## src/rtl/uart_slave_rx_frontend.sv

```systemverilog
// Slave-side serial receive front end.
// Deserialises the control frame (start, slave ID, rdWr, burst, address), filters it
// by slave ID, publishes the decoded request, and for writes deserialises wD words
// into memory write strobes with burst address auto-increment.
module uart_slave_rx_frontend #(
   parameter int unsigned  DATA_WIDTH    = 8,
   parameter int unsigned  MEMORY_DEPTH  = 4096,
   parameter logic [1:0]   SLAVEID       = 2'd1,
   localparam int unsigned ADDRESS_WIDTH = $clog2(MEMORY_DEPTH)
) (
   input  logic                     clk,
   input  logic                     rst,
   input  logic                     control,
   input  logic                     wD,
   input  logic                     valid,
   input  logic                     last,
   output logic                     ready,
   output logic                     cfg_valid,
   output logic                     cfg_rdWr,
   output logic                     cfg_burst,
   output logic [ADDRESS_WIDTH-1:0] cfg_address,
   output logic                     rd_req,
   output logic                     mem_we,
   output logic [ADDRESS_WIDTH-1:0] mem_addr,
   output logic [DATA_WIDTH-1:0]    mem_wdata,
   output logic                     busy
);

   // Header after the start bits: ID[1:0], rdWr, burst, address.
   localparam int unsigned HDR_W = ADDRESS_WIDTH + 4;
   localparam int unsigned HCW   = $clog2(HDR_W + 1);
   localparam int unsigned BCW   = $clog2(DATA_WIDTH + 1);

   localparam int unsigned ID_HI    = HDR_W - 1;
   localparam int unsigned ID_LO    = HDR_W - 2;
   localparam int unsigned RDWR_BIT = ADDRESS_WIDTH + 1;
   localparam int unsigned BURST_BIT = ADDRESS_WIDTH;

   typedef enum logic [2:0] {
      StIdle,
      StStart,
      StHeader,
      StDecode,
      StWrite,
      StDone
   } state_e;

   state_e                   state_q, state_d;
   logic [1:0]               start_cnt_q, start_cnt_d;
   logic [HDR_W-1:0]         hdr_q, hdr_d;
   logic [HCW-1:0]           hdr_cnt_q, hdr_cnt_d;
   logic [DATA_WIDTH-1:0]    word_q, word_d;
   logic [BCW-1:0]           bit_cnt_q, bit_cnt_d;
   logic [ADDRESS_WIDTH-1:0] addr_cnt_q, addr_cnt_d;
   logic                     cfg_valid_q, cfg_valid_d;
   logic                     cfg_rdwr_q, cfg_rdwr_d;
   logic                     cfg_burst_q, cfg_burst_d;
   logic [ADDRESS_WIDTH-1:0] cfg_address_q, cfg_address_d;
   logic                     rd_req_q, rd_req_d;
   logic                     mem_we_q, mem_we_d;
   logic [ADDRESS_WIDTH-1:0] mem_addr_q, mem_addr_d;
   logic [DATA_WIDTH-1:0]    mem_wdata_q, mem_wdata_d;
   logic                     ready_q, ready_d;
   logic                     busy_q, busy_d;

   logic [HDR_W-1:0]      hdr_next;
   logic [DATA_WIDTH-1:0] word_next;
   logic                  id_match_next;
   logic                  id_match_q;

   assign hdr_next      = {hdr_q[HDR_W-2:0], control};
   assign word_next     = {word_q[DATA_WIDTH-2:0], wD};
   assign id_match_next = (hdr_next[ID_HI:ID_LO] == SLAVEID);
   assign id_match_q    = (hdr_q[ID_HI:ID_LO] == SLAVEID);

   // State and datapath registers; reset clears everything and parks in idle.
   always_ff @(posedge clk) begin
      if (rst) begin
         state_q       <= StIdle;
         start_cnt_q   <= '0;
         hdr_q         <= '0;
         hdr_cnt_q     <= '0;
         word_q        <= '0;
         bit_cnt_q     <= '0;
         addr_cnt_q    <= '0;
         cfg_valid_q   <= 1'b0;
         cfg_rdwr_q    <= 1'b0;
         cfg_burst_q   <= 1'b0;
         cfg_address_q <= '0;
         rd_req_q      <= 1'b0;
         mem_we_q      <= 1'b0;
         mem_addr_q    <= '0;
         mem_wdata_q   <= '0;
         ready_q       <= 1'b1;
         busy_q        <= 1'b0;
      end else begin
         state_q       <= state_d;
         start_cnt_q   <= start_cnt_d;
         hdr_q         <= hdr_d;
         hdr_cnt_q     <= hdr_cnt_d;
         word_q        <= word_d;
         bit_cnt_q     <= bit_cnt_d;
         addr_cnt_q    <= addr_cnt_d;
         cfg_valid_q   <= cfg_valid_d;
         cfg_rdwr_q    <= cfg_rdwr_d;
         cfg_burst_q   <= cfg_burst_d;
         cfg_address_q <= cfg_address_d;
         rd_req_q      <= rd_req_d;
         mem_we_q      <= mem_we_d;
         mem_addr_q    <= mem_addr_d;
         mem_wdata_q   <= mem_wdata_d;
         ready_q       <= ready_d;
         busy_q        <= busy_d;
      end
   end

   // Next-state and registered-output logic; pulses default low, buses hold.
   always_comb begin
      state_d       = state_q;
      start_cnt_d   = start_cnt_q;
      hdr_d         = hdr_q;
      hdr_cnt_d     = hdr_cnt_q;
      word_d        = word_q;
      bit_cnt_d     = bit_cnt_q;
      addr_cnt_d    = addr_cnt_q;
      cfg_valid_d   = 1'b0;
      cfg_rdwr_d    = cfg_rdwr_q;
      cfg_burst_d   = cfg_burst_q;
      cfg_address_d = cfg_address_q;
      rd_req_d      = 1'b0;
      mem_we_d      = 1'b0;
      mem_addr_d    = mem_addr_q;
      mem_wdata_d   = mem_wdata_q;

      unique case (state_q)
         StIdle: begin
            if (control) begin
               state_d     = StStart;
               start_cnt_d = 2'd1;
            end
         end

         StStart: begin
            if (control) begin
               if (start_cnt_q == 2'd2) begin
                  // Third consecutive start bit: frame accepted.
                  state_d     = StHeader;
                  start_cnt_d = '0;
                  hdr_cnt_d   = '0;
               end else begin
                  start_cnt_d = start_cnt_q + 1'b1;
               end
            end else begin
               // Short run of ones is treated as line noise.
               state_d     = StIdle;
               start_cnt_d = '0;
            end
         end

         StHeader: begin
            hdr_d = hdr_next;
            if (hdr_cnt_q == HCW'(HDR_W - 1)) begin
               state_d   = StDecode;
               hdr_cnt_d = '0;
               // Decode results are registered here so they appear in the decode cycle.
               if (id_match_next) begin
                  cfg_valid_d   = 1'b1;
                  cfg_rdwr_d    = hdr_next[RDWR_BIT];
                  cfg_burst_d   = hdr_next[BURST_BIT];
                  cfg_address_d = hdr_next[ADDRESS_WIDTH-1:0];
                  rd_req_d      = ~hdr_next[RDWR_BIT];
                  addr_cnt_d    = hdr_next[ADDRESS_WIDTH-1:0];
               end
            end else begin
               hdr_cnt_d = hdr_cnt_q + 1'b1;
            end
         end

         StDecode: begin
            if (id_match_q && hdr_q[RDWR_BIT]) begin
               state_d   = StWrite;
               word_d    = '0;
               bit_cnt_d = '0;
            end else begin
               state_d = StDone;
            end
         end

         StWrite: begin
            if (valid) begin
               word_d = word_next;
               if (bit_cnt_q == BCW'(DATA_WIDTH - 1)) begin
                  bit_cnt_d   = '0;
                  mem_we_d    = 1'b1;
                  mem_addr_d  = addr_cnt_q;
                  mem_wdata_d = word_next;
                  if (!cfg_burst_q || last) begin
                     state_d = StDone;
                  end else if (addr_cnt_q == ADDRESS_WIDTH'(MEMORY_DEPTH - 1)) begin
                     addr_cnt_d = '0;
                  end else begin
                     addr_cnt_d = addr_cnt_q + 1'b1;
                  end
               end else begin
                  bit_cnt_d = bit_cnt_q + 1'b1;
               end
            end
         end

         StDone: begin
            state_d = StIdle;
         end

         default: begin
            state_d = StIdle;
         end
      endcase

      ready_d = (state_d == StIdle) || (state_d == StWrite);
      busy_d  = (state_d != StIdle);
   end

   assign ready       = ready_q;
   assign busy        = busy_q;
   assign cfg_valid   = cfg_valid_q;
   assign cfg_rdWr    = cfg_rdwr_q;
   assign cfg_burst   = cfg_burst_q;
   assign cfg_address = cfg_address_q;
   assign rd_req      = rd_req_q;
   assign mem_we      = mem_we_q;
   assign mem_addr    = mem_addr_q;
   assign mem_wdata   = mem_wdata_q;

endmodule

```

## config.mk

```make
export PLATFORM = sky130hd
export DESIGN_NAME = uart_slave_rx_frontend
export DESIGN_NICKNAME = d
export VERILOG_FILES = /design/src/rtl/uart_slave_rx_frontend.sv
export SDC_FILE = /design/constraint.sdc
export NUM_CORES = 1
export LEC_CHECK = 0
export BUFFER_PORTS_ARGS = -buffer_cell sky130_fd_sc_hd__buf_2
export CAP_MARGIN = 20
export CORE_ASPECT_RATIO = 0.8
export CORE_MARGIN = 5
export CORE_UTILIZATION = 57
export DETAILED_ROUTE_END_ITERATION = 10
export GPL_TIMING_DRIVEN = 0
export PLACE_DENSITY = 0.78
export SYNTH_ARGS = -nofsm -noshare
export SYNTH_HDL_FRONTEND = slang
export SYNTH_SLANG_ARGS = --single-unit
```

## constraint.sdc

```tcl
create_clock -name clk -period 2.05 [get_ports clk]
set_input_delay 0.3075 -clock clk [delete_from_list [all_inputs] [get_ports clk]]
set_output_delay 0.3075 -clock clk [all_outputs]
set_load 0.01 [all_outputs]
```

==> key figures, run 1 <==
Hold path
  • Hold path depth: 3
  • Hold Crit Class: in -> reg

Logic synthesis
  • EDFF count, synth: 0
  • Ys Warns: 0
  • Synth async-reset ratio: 0%
  • Mapped Cells: about 470
  • Register area share after synthesis: between 40% and 50%
  • Synth area leaders: dfxtp_1, nand2_1, a21oi_1
  • Synth Flop Type: dfxtp_1
  • Synth top area share: between 40 and 50%
  • Synth cell types: 60
  • Mapped Nets: 475
  • Area of the mapped netlist: around 3800 um^2
  • #FFs+latches synth: 88
  • Mean post-synth cell area: 8.06 um^2
  • Dominant cell type by area after synthesis: dfxtp_1

Setup path
  • Cell at the slowest stage of the critical path: or4_1
  • Cell family with the largest share of critical-path delay: simple AND/OR/NAND/NOR gates
  • Crit Path Category: reg -> reg
  • CP Launch Type: flip-flop
  • WP depth: 6
  • Crit-path max cell delay: approximately 0.53 ns
  • Crit-path cells: ha_4, nand3b_1, or4_1, buf_4, a222oi_1, nor3_1
  • Critical Path RT: 2.28 ns
  • CP endpoint kind: flip-flop
  • CP bufs+invs: 1
  • Critical path arrival: around 2.2 ns
  • Worst reg2reg path depth: 6
  • Critical Path Fanout Max: 10

Timing
  • Fin Hold WS: around 0.2 ns
  • RSZ-0062 raised after global routing: no
  • Max frequency: just over 0.5 GHz
  • Final Critical Period: roughly 2 ns
  • Setup TNS: 0 ns
  • Final hold vios: 0
  • Fin Clk Skew: 0.0130 ns
  • Final setup viols: 0
  • Worst slew margin relative to its limit: between 50% and 60%
  • Worst-margin pin slew: ~0.65 ns
  • Final Max Tran Viols: 0
  • Ratio of final minimum period to clock period: 96.3%

Route
  • WL final: about 10 mm
  • DRT Pass-1 Iters: 5
  • Vias: around 3700
  • DRC viols: 0
  • 1st-iter DRT viols: a little over 300
  • Final ANT Viol Nets: 0
  • Vias per Instance: 6.08
  • Avg WL per Cell: 17.1 um

Global route
  • Global route total overflow: 0
  • Total track usage: about a quarter
  • First-pass GRT wire length: 17.0 mm
  • Largest net degree at the start of global routing: 17
  • Number of global-route vias before repair: approximately 3500
  • Initial antenna violation count: 0

Clock network
  • CTS Buf Count: 9
  • CTS HTree Levels: 3
  • Clock Tree Root: clkbuf_8
  • Clk sinks: 88
  • Clk_lat worst skew: 0.37 ns
  • CTS tree: built
  • Clock-pin slew on the worst setup and hold paths: 0.10 ns
  • Clock Tree Buf Depth: 2

Power and ir drop
  • PD cells: slightly below 700 nW/um^2
  • Maximum vdd drop: between 0.5 and 0.6 mV
  • Power Total: roughly 0.003 W
  • Lkg Pwr: about 1.6 nW

Floorplan
  • Site Rows: 26
  • Initial Util: between 50% and 60%
  • Die ar.: ~8300 um^2
  • Ports: 45
  • Core area: 6410 um^2
  • DIE WIDTH: 101 um
  • Die height: roughly 83 um

Flow run
  • # Max-Cap Violations: 0

Cells and area
  • Layout cells sized above 1: between 10% and 20%
  • Nets@finish: 530
  • # diodes: 0
  • Synthesis-to-layout area growth: 16.0%

Run status
  • Status: finished clean

Placement
  • Port Buf Inserts: 43
  • Dpl hpwl: approximately 7.5 mm
  • Global placement routability congestion: about 0.9
## layout make-up
| class | instances | area [um^2] |
|---|---|---|
| Fill cell | 548 | 2050 |
| Multi-Input combinational cell | 341 | 1910 |
| Sequential cell | 88 | 1770 |
| Timing Repair Buffer | 46 | 238 |
| Clock buffer | 10 | 138 |
| Buffer | 30 | 128 |
| Tap cell | 84 | 105 |
| Clock inverter | 6 | 47.5 |
| Inverter | 5 | 18.8 |
## path summary, 6_finish.rpt
| check | startpoint | to | slack [ns] |
|---|---|---|---|
| min reg2reg | mem_addr[0] | mem_addr[0] | 0.45 |
| min | wD | mem_wdata[0] | 0.20 |
| max | bit_cnt_q[0] | addr_cnt_q[0] | 0.07 |
| max reg2reg | bit_cnt_q[0] | addr_cnt_q[0] | 0.07 |
## worst register-to-register path, delay by kind of cell (launching register included)
family	cells	cell delay, ns
AO/OA/AOI/OAI	1	0.33
adder cells (fa/ha/maj)	1	0.16
buffers and inverters	1	0.19
AND/OR/NAND/NOR	3	0.78
flip-flops	1	0.39
## state kept, by name (all words and copies together), names as in the netlist, 2 cells and up
name         flops
addr_cnt_q      12
bit_cnt_q        4
start_cnt_q      2
hdr_q           16
hdr_cnt_q        5
mem_addr        12
word_q           7
mem_wdata        8
state_q          3
cfg_address     12
## through the flow
| stage | instance area [um^2] | cells | utilization [%] | setup WS, ns |
|---|---|---|---|---|
| floorplan | 3760 | 466 | - | 0.236 |
| global placement | 4080 | 593 | 63.6 | -0.179 |
| detailed placement | 4080 | 593 | 63.6 | -0.164 |
| CTS | 4300 | 609 | 67.0 | 0.0227 |
| global route | 4360 | 610 | 68.0 | 0.00629 |
| finish | 4360 | 610 | 68.0 | 0.0749 |
## Yosys cell counts (3+ instances only)
library cell  instances
nand2_1             122
dfxtp_1              88
a21oi_1              76
clkbuf_1             26
nand3_1              20
nor2_1               19
nor3_1               11
o21ai_0               8
a31oi_1               5
buf_2                 5
o32ai_1               5
a22oi_1               4
and3b_1               4
inv_1                 4
a211oi_1              3
a32oi_1               3
and2_1                3
and3_1                3
and4_1                3
ha_1                  3
nand2b_1              3
nand4b_1              3
## power breakdown
group	total, W	switching [W]	leakage (nW)	internal, W
clock	0.00115	0.000660	0.0941	0.000489
sequential	0.00172	0.00000382	0.711	0.00171
combinational	0.0000702	0.0000518	0.796	0.0000184
total	0.00293	0.000715	1.60	0.00222
## placed cells by master (no fill, tap or decap), drive strengths merged, types with 2 or more instances in the layout
cell type	n
a211oi	3
a21oi	76
a221oi	2
a22oi	4
a31oi	5
a32oi	3
and2	4
and3	3
and3b	4
and4	3
buf	52
clkbuf	34
clkinv	2
dfxtp	88
ha	3
inv	8
mux2	2
nand2	122
nand2b	3
nand3	20
nand3b	2
nand4b	3
nor2	19
nor2b	2
nor3	12
nor3b	3
o21ai	8
o31ai	2
o32ai	5
or3	2
or3b	2
## what timing repair did
action	4_1_cts	5_1_grt
hold endpoints to repair	0	0
buffers inserted	0	3
gates resized for setup	8	15
pin swaps	0	2
hold buffers	0	0
setup endpoints to repair	10	57
## cells by family (layout without fill, tap and decap cells)
family          Yosys count  in the layout  share of synthesized area, %
simple gates            210            210                          27.0
mux                       3              3                         0.866
buf+inv                  37             97                          3.96
compound gates          125            125                          20.3
fa+ha+maj                 3              3                         0.999
flops                    88             88                          46.9
## layer usage
layer | vias to the layer above | share of wire, % | global-route usage [%]
met2 | 188 | 45 | 41.2
met3 | 28 | 9.2 | 6.63
met5 | - | 0 | 0
li1 | 1760 | - | -
met4 | 0 | 2.2 | 10.1
met1 | 1734 | 43 | 34.5
Note: power is estimated with default switching activity, not from simulation.
==> inputs of run 2 (changes only) <==
--- a/config.mk
+++ b/config.mk
@@ -9,10 +9,9 @@
 export CAP_MARGIN = 20
 export CORE_ASPECT_RATIO = 0.8
 export CORE_MARGIN = 5
-export CORE_UTILIZATION = 57
+export CORE_UTILIZATION = 38
 export DETAILED_ROUTE_END_ITERATION = 10
 export GPL_TIMING_DRIVEN = 0
-export PLACE_DENSITY = 0.78
 export SYNTH_ARGS = -nofsm -noshare
 export SYNTH_HDL_FRONTEND = slang
 export SYNTH_SLANG_ARGS = --single-unit
==> run 2 against run 1 <==
  * Fmax up 0.93%
  * Register-to-register slack better by 0.02 ns
  * Sequential share of layout area is 1.4 points lower
  * Setup slack improved by 0.018 ns
  * Cell area increased by 3.5%
  * Core utilization decreased by 21 points
  * Sequential cell count unchanged
  * Die area up 44%
  * Clock skew is 0.00055 ns higher
  * Via count down 1.4%
  * Final cell count grew 8.5%
  * Largest power group unchanged
==> key figures, run 2 (same netlist as run 1, synthesis figures left out) <==
Cells and area
  • Most frequent cells in the layout: nand2_1, dfxtp_1, a21oi_1 (unchanged)
  • Fill cell total of the finished layout: 988 (was 548)
  • Nets@finish: 530 (unchanged)
  • Synthesis-to-layout area growth: 20.0% (was 16.0%)
  • Layout cells sized above 1: 16.3% (was 16.9%)
  • Area of the multi-input gates: 1920 um^2 (was 1910 um^2)
  • Largest register FFs: 16 (unchanged)
  • Commonest non-fill, non-tap cell in the layout: nand2_1 (unchanged)
  • # diodes: 0 (unchanged)
  • Reg with most FFs: hdr_q (unchanged)
  • Final core utilization: 46.7% (was 68.0%)
  • Register area: 1760 um^2 (was 1770 um^2)

Setup path
  • Crit Path Category: reg -> reg (unchanged)
  • Crit-path max cell delay: 0.49 ns (was 0.53 ns)
  • Critical path arrival: 2.16 ns (was 2.20 ns)
  • Flop2flop setup slack: 0.09 ns (was 0.07 ns)
  • Crit-path cells: ha_1, and4_1, nand3_1, a32oi_1, o32ai_1 (was ha_4, nand3b_1, or4_1, buf_4, a222oi_1, nor3_1)
  • CP Launch Type: flip-flop (unchanged)
  • Cell at the slowest stage of the critical path: dfxtp_1 (was or4_1)
  • Critical Path RT: 2.25 ns (was 2.28 ns)
  • CP endpoint kind: flip-flop (unchanged)
  • Critical Path Fanout Max: 8 (was 10)

Timing
  • Final hold vios: 0 (unchanged)
  • Final Critical Period: 1.96 ns (was 1.98 ns)
  • Final setup viols: 0 (unchanged)
  • Max frequency: 0.511 GHz (was 0.506 GHz)
  • Fin Hold WS: 0.222 ns (was 0.200 ns)
  • Ratio of final minimum period to clock period: 95.5% (was 96.3%)
  • Worst-margin pin slew: 0.626 ns (was 0.648 ns)
  • Final setup margin: 0.0930 ns (was 0.0749 ns)
  • Final Max Tran Viols: 0 (unchanged)
  • Fin Clk Skew: 0.0136 ns (was 0.0130 ns)
  • Worst slew margin relative to its limit: 58.3% (was 56.8%)

Route
  • Vias: 3657 (was 3710)
  • Vias per Instance: 5.52 (was 6.08)
  • Met2 WL: 4.62 mm (was 4.73 mm)
  • Avg WL per Cell: 16.3 um (was 17.1 um)
  • DRC viols: 0 (unchanged)
  • 1st-iter DRT viols: 338 (was 305)
  • Metal3 WL: 875 um (was 954 um)
  • WL final: 10.8 mm (was 10.4 mm)
  • Top Metal Used: met4 (unchanged)
  • Final ANT Viol Nets: 0 (unchanged)
  • DRT Pass-1 Iters: 5 (unchanged)
  • Wl on met1: 5.11 mm (was 4.50 mm)

Placement
  • Dpl ws: -0.199 ns (was -0.164 ns)
  • Port Buf Inserts: 43 (unchanged)
  • Global placement routability congestion: 0.881 (was 0.909)
  • Dpl hpwl: 7.73 mm (was 7.46 mm)

Power and ir drop
  • Sw frac: 21.7% (was 24.4%)
  • Seq pwr share: 52.0% (was 58.5%)
  • Lkg Pwr: 1.64 nW (was 1.60 nW)
  • Pint: 0.00259 W (was 0.00222 W)
  • Combinational power share: 2.2% (was 2.4%)
  • Net load switching power: 0.000717 W (was 0.000715 W)
  • PD cells: 734 nW/um^2 (was 673 nW/um^2)
  • Clock network power share: 45.9% (was 39.1%)
  • Maximum vdd drop: 0.433 mV (was 0.559 mV)
  • Power Total: 0.00331 W (was 0.00293 W)

Clock network
  • Clock Tree Buf Depth: 2 (unchanged)
  • CTS Buf Count: 9 (unchanged)
  • Clock-pin slew on the worst setup and hold paths: 0.06 ns (was 0.10 ns)
  • CTS tree: built (unchanged)
  • Hold-fix buffers, CTS: 0 (unchanged)
  • CTS HTree Levels: 3 (unchanged)
  • Clk sinks: 88 (unchanged)
  • Clk_lat worst skew: 0.34 ns (was 0.37 ns)
  • Clock Tree Root: clkbuf_16 (was clkbuf_8)

Floorplan
  • Site Rows: 32 (was 26)
  • Initial Util: 38.9% (was 58.6%)
  • DIE WIDTH: 121 um (was 101 um)
  • Ports: 45 (unchanged)
  • Die ar.: 12000 um^2 (was 8330 um^2)
  • Die height: 98.9 um (was 82.6 um)
  • Core area: 9650 um^2 (was 6410 um^2)

Global route
  • Initial antenna violation count: 0 (unchanged)
  • Number of global-route vias before repair: 3402 (was 3468)
  • First-pass GRT wire length: 17.4 mm (was 17.0 mm)
  • Global route total overflow: 0 (unchanged)
  • Total track usage: 18.2% (was 26.1%)
  • Largest net degree at the start of global routing: 15 (was 17)

Hold path
  • Hold Crit Class: in -> reg (unchanged)

Run status
  • Status: finished clean (unchanged)

Flow run
  • # Max-Cap Violations: 0 (unchanged)
-- run 2: repair_timing --
item,in CTS,in global routing
gates resized for setup,7,14
pin swaps,0,2
setup endpoints to repair,25,60
setup buffers,1,2
-- run 2: metrics by stage --
| step | cells | area (um^2) | setup TNS, ns |
|---|---|---|---|
| 6_report | 662 | 4510 | 0 |
| 5_1_grt | 662 | 4510 | -0.0131 |
| 3_5_place_dp | 645 | 4140 | -1.26 |
| 2_1_floorplan | 466 | 3760 | 0 |
| 3_3_place_gp | 645 | 4140 | -0.873 |
| 4_1_cts | 662 | 4460 | 0 |
-- run 2: power by group through the flow --
stage	registers, W	clock network, W	logic (W)
after floorplan	0.00176	0	0.0000400
after global placement	0.00176	0	0.0000689
after detailed placement	0.00176	0	0.0000709
after CTS	0.00172	0.00156	0.0000714
after global routing	0.00172	0.00162	0.0000770
final	0.00172	0.00152	0.0000719
-- run 2: layer usage --
metal  vias up  GRT usage [%]
li1       1760              -
met1      1744           25.8
met2       137           26.2
met3        16           5.22
met4         0           6.89
met5         -              0
-- run 2: worst max-delay path: cells and delay by family (launching register included) --
| kind | cells | cell delay (ns) |
|---|---|---|
| and+or+nand+nor | 2 | 0.66 |
| DFF | 1 | 0.49 |
| AOI/OAI and AO/OA | 2 | 0.37 |
| adders and majority gates | 1 | 0.30 |
-- run 2: final cells by class --
type / count / share of cell area, %
inverter: 5 / 0.416
tap: 136 / 3.77
buffer: 30 / 2.83
sequential: 88 / 39.1
clock inverter: 4 / 0.611
clock buffer: 12 / 5.47
multi-input combinational: 341 / 42.5
timing repair buffer: 46 / 5.27
-- run 2: worst paths after layout --
path / endpoint / cells after the start / startpoint
hold reg to reg: cfg_address[2] / 2 / cfg_address[2]
hold / removal: mem_wdata[0] / 3 / wD
setup / recovery: addr_cnt_q[3] / 5 / addr_cnt_q[0]
setup reg to reg: addr_cnt_q[3] / 5 / addr_cnt_q[0]
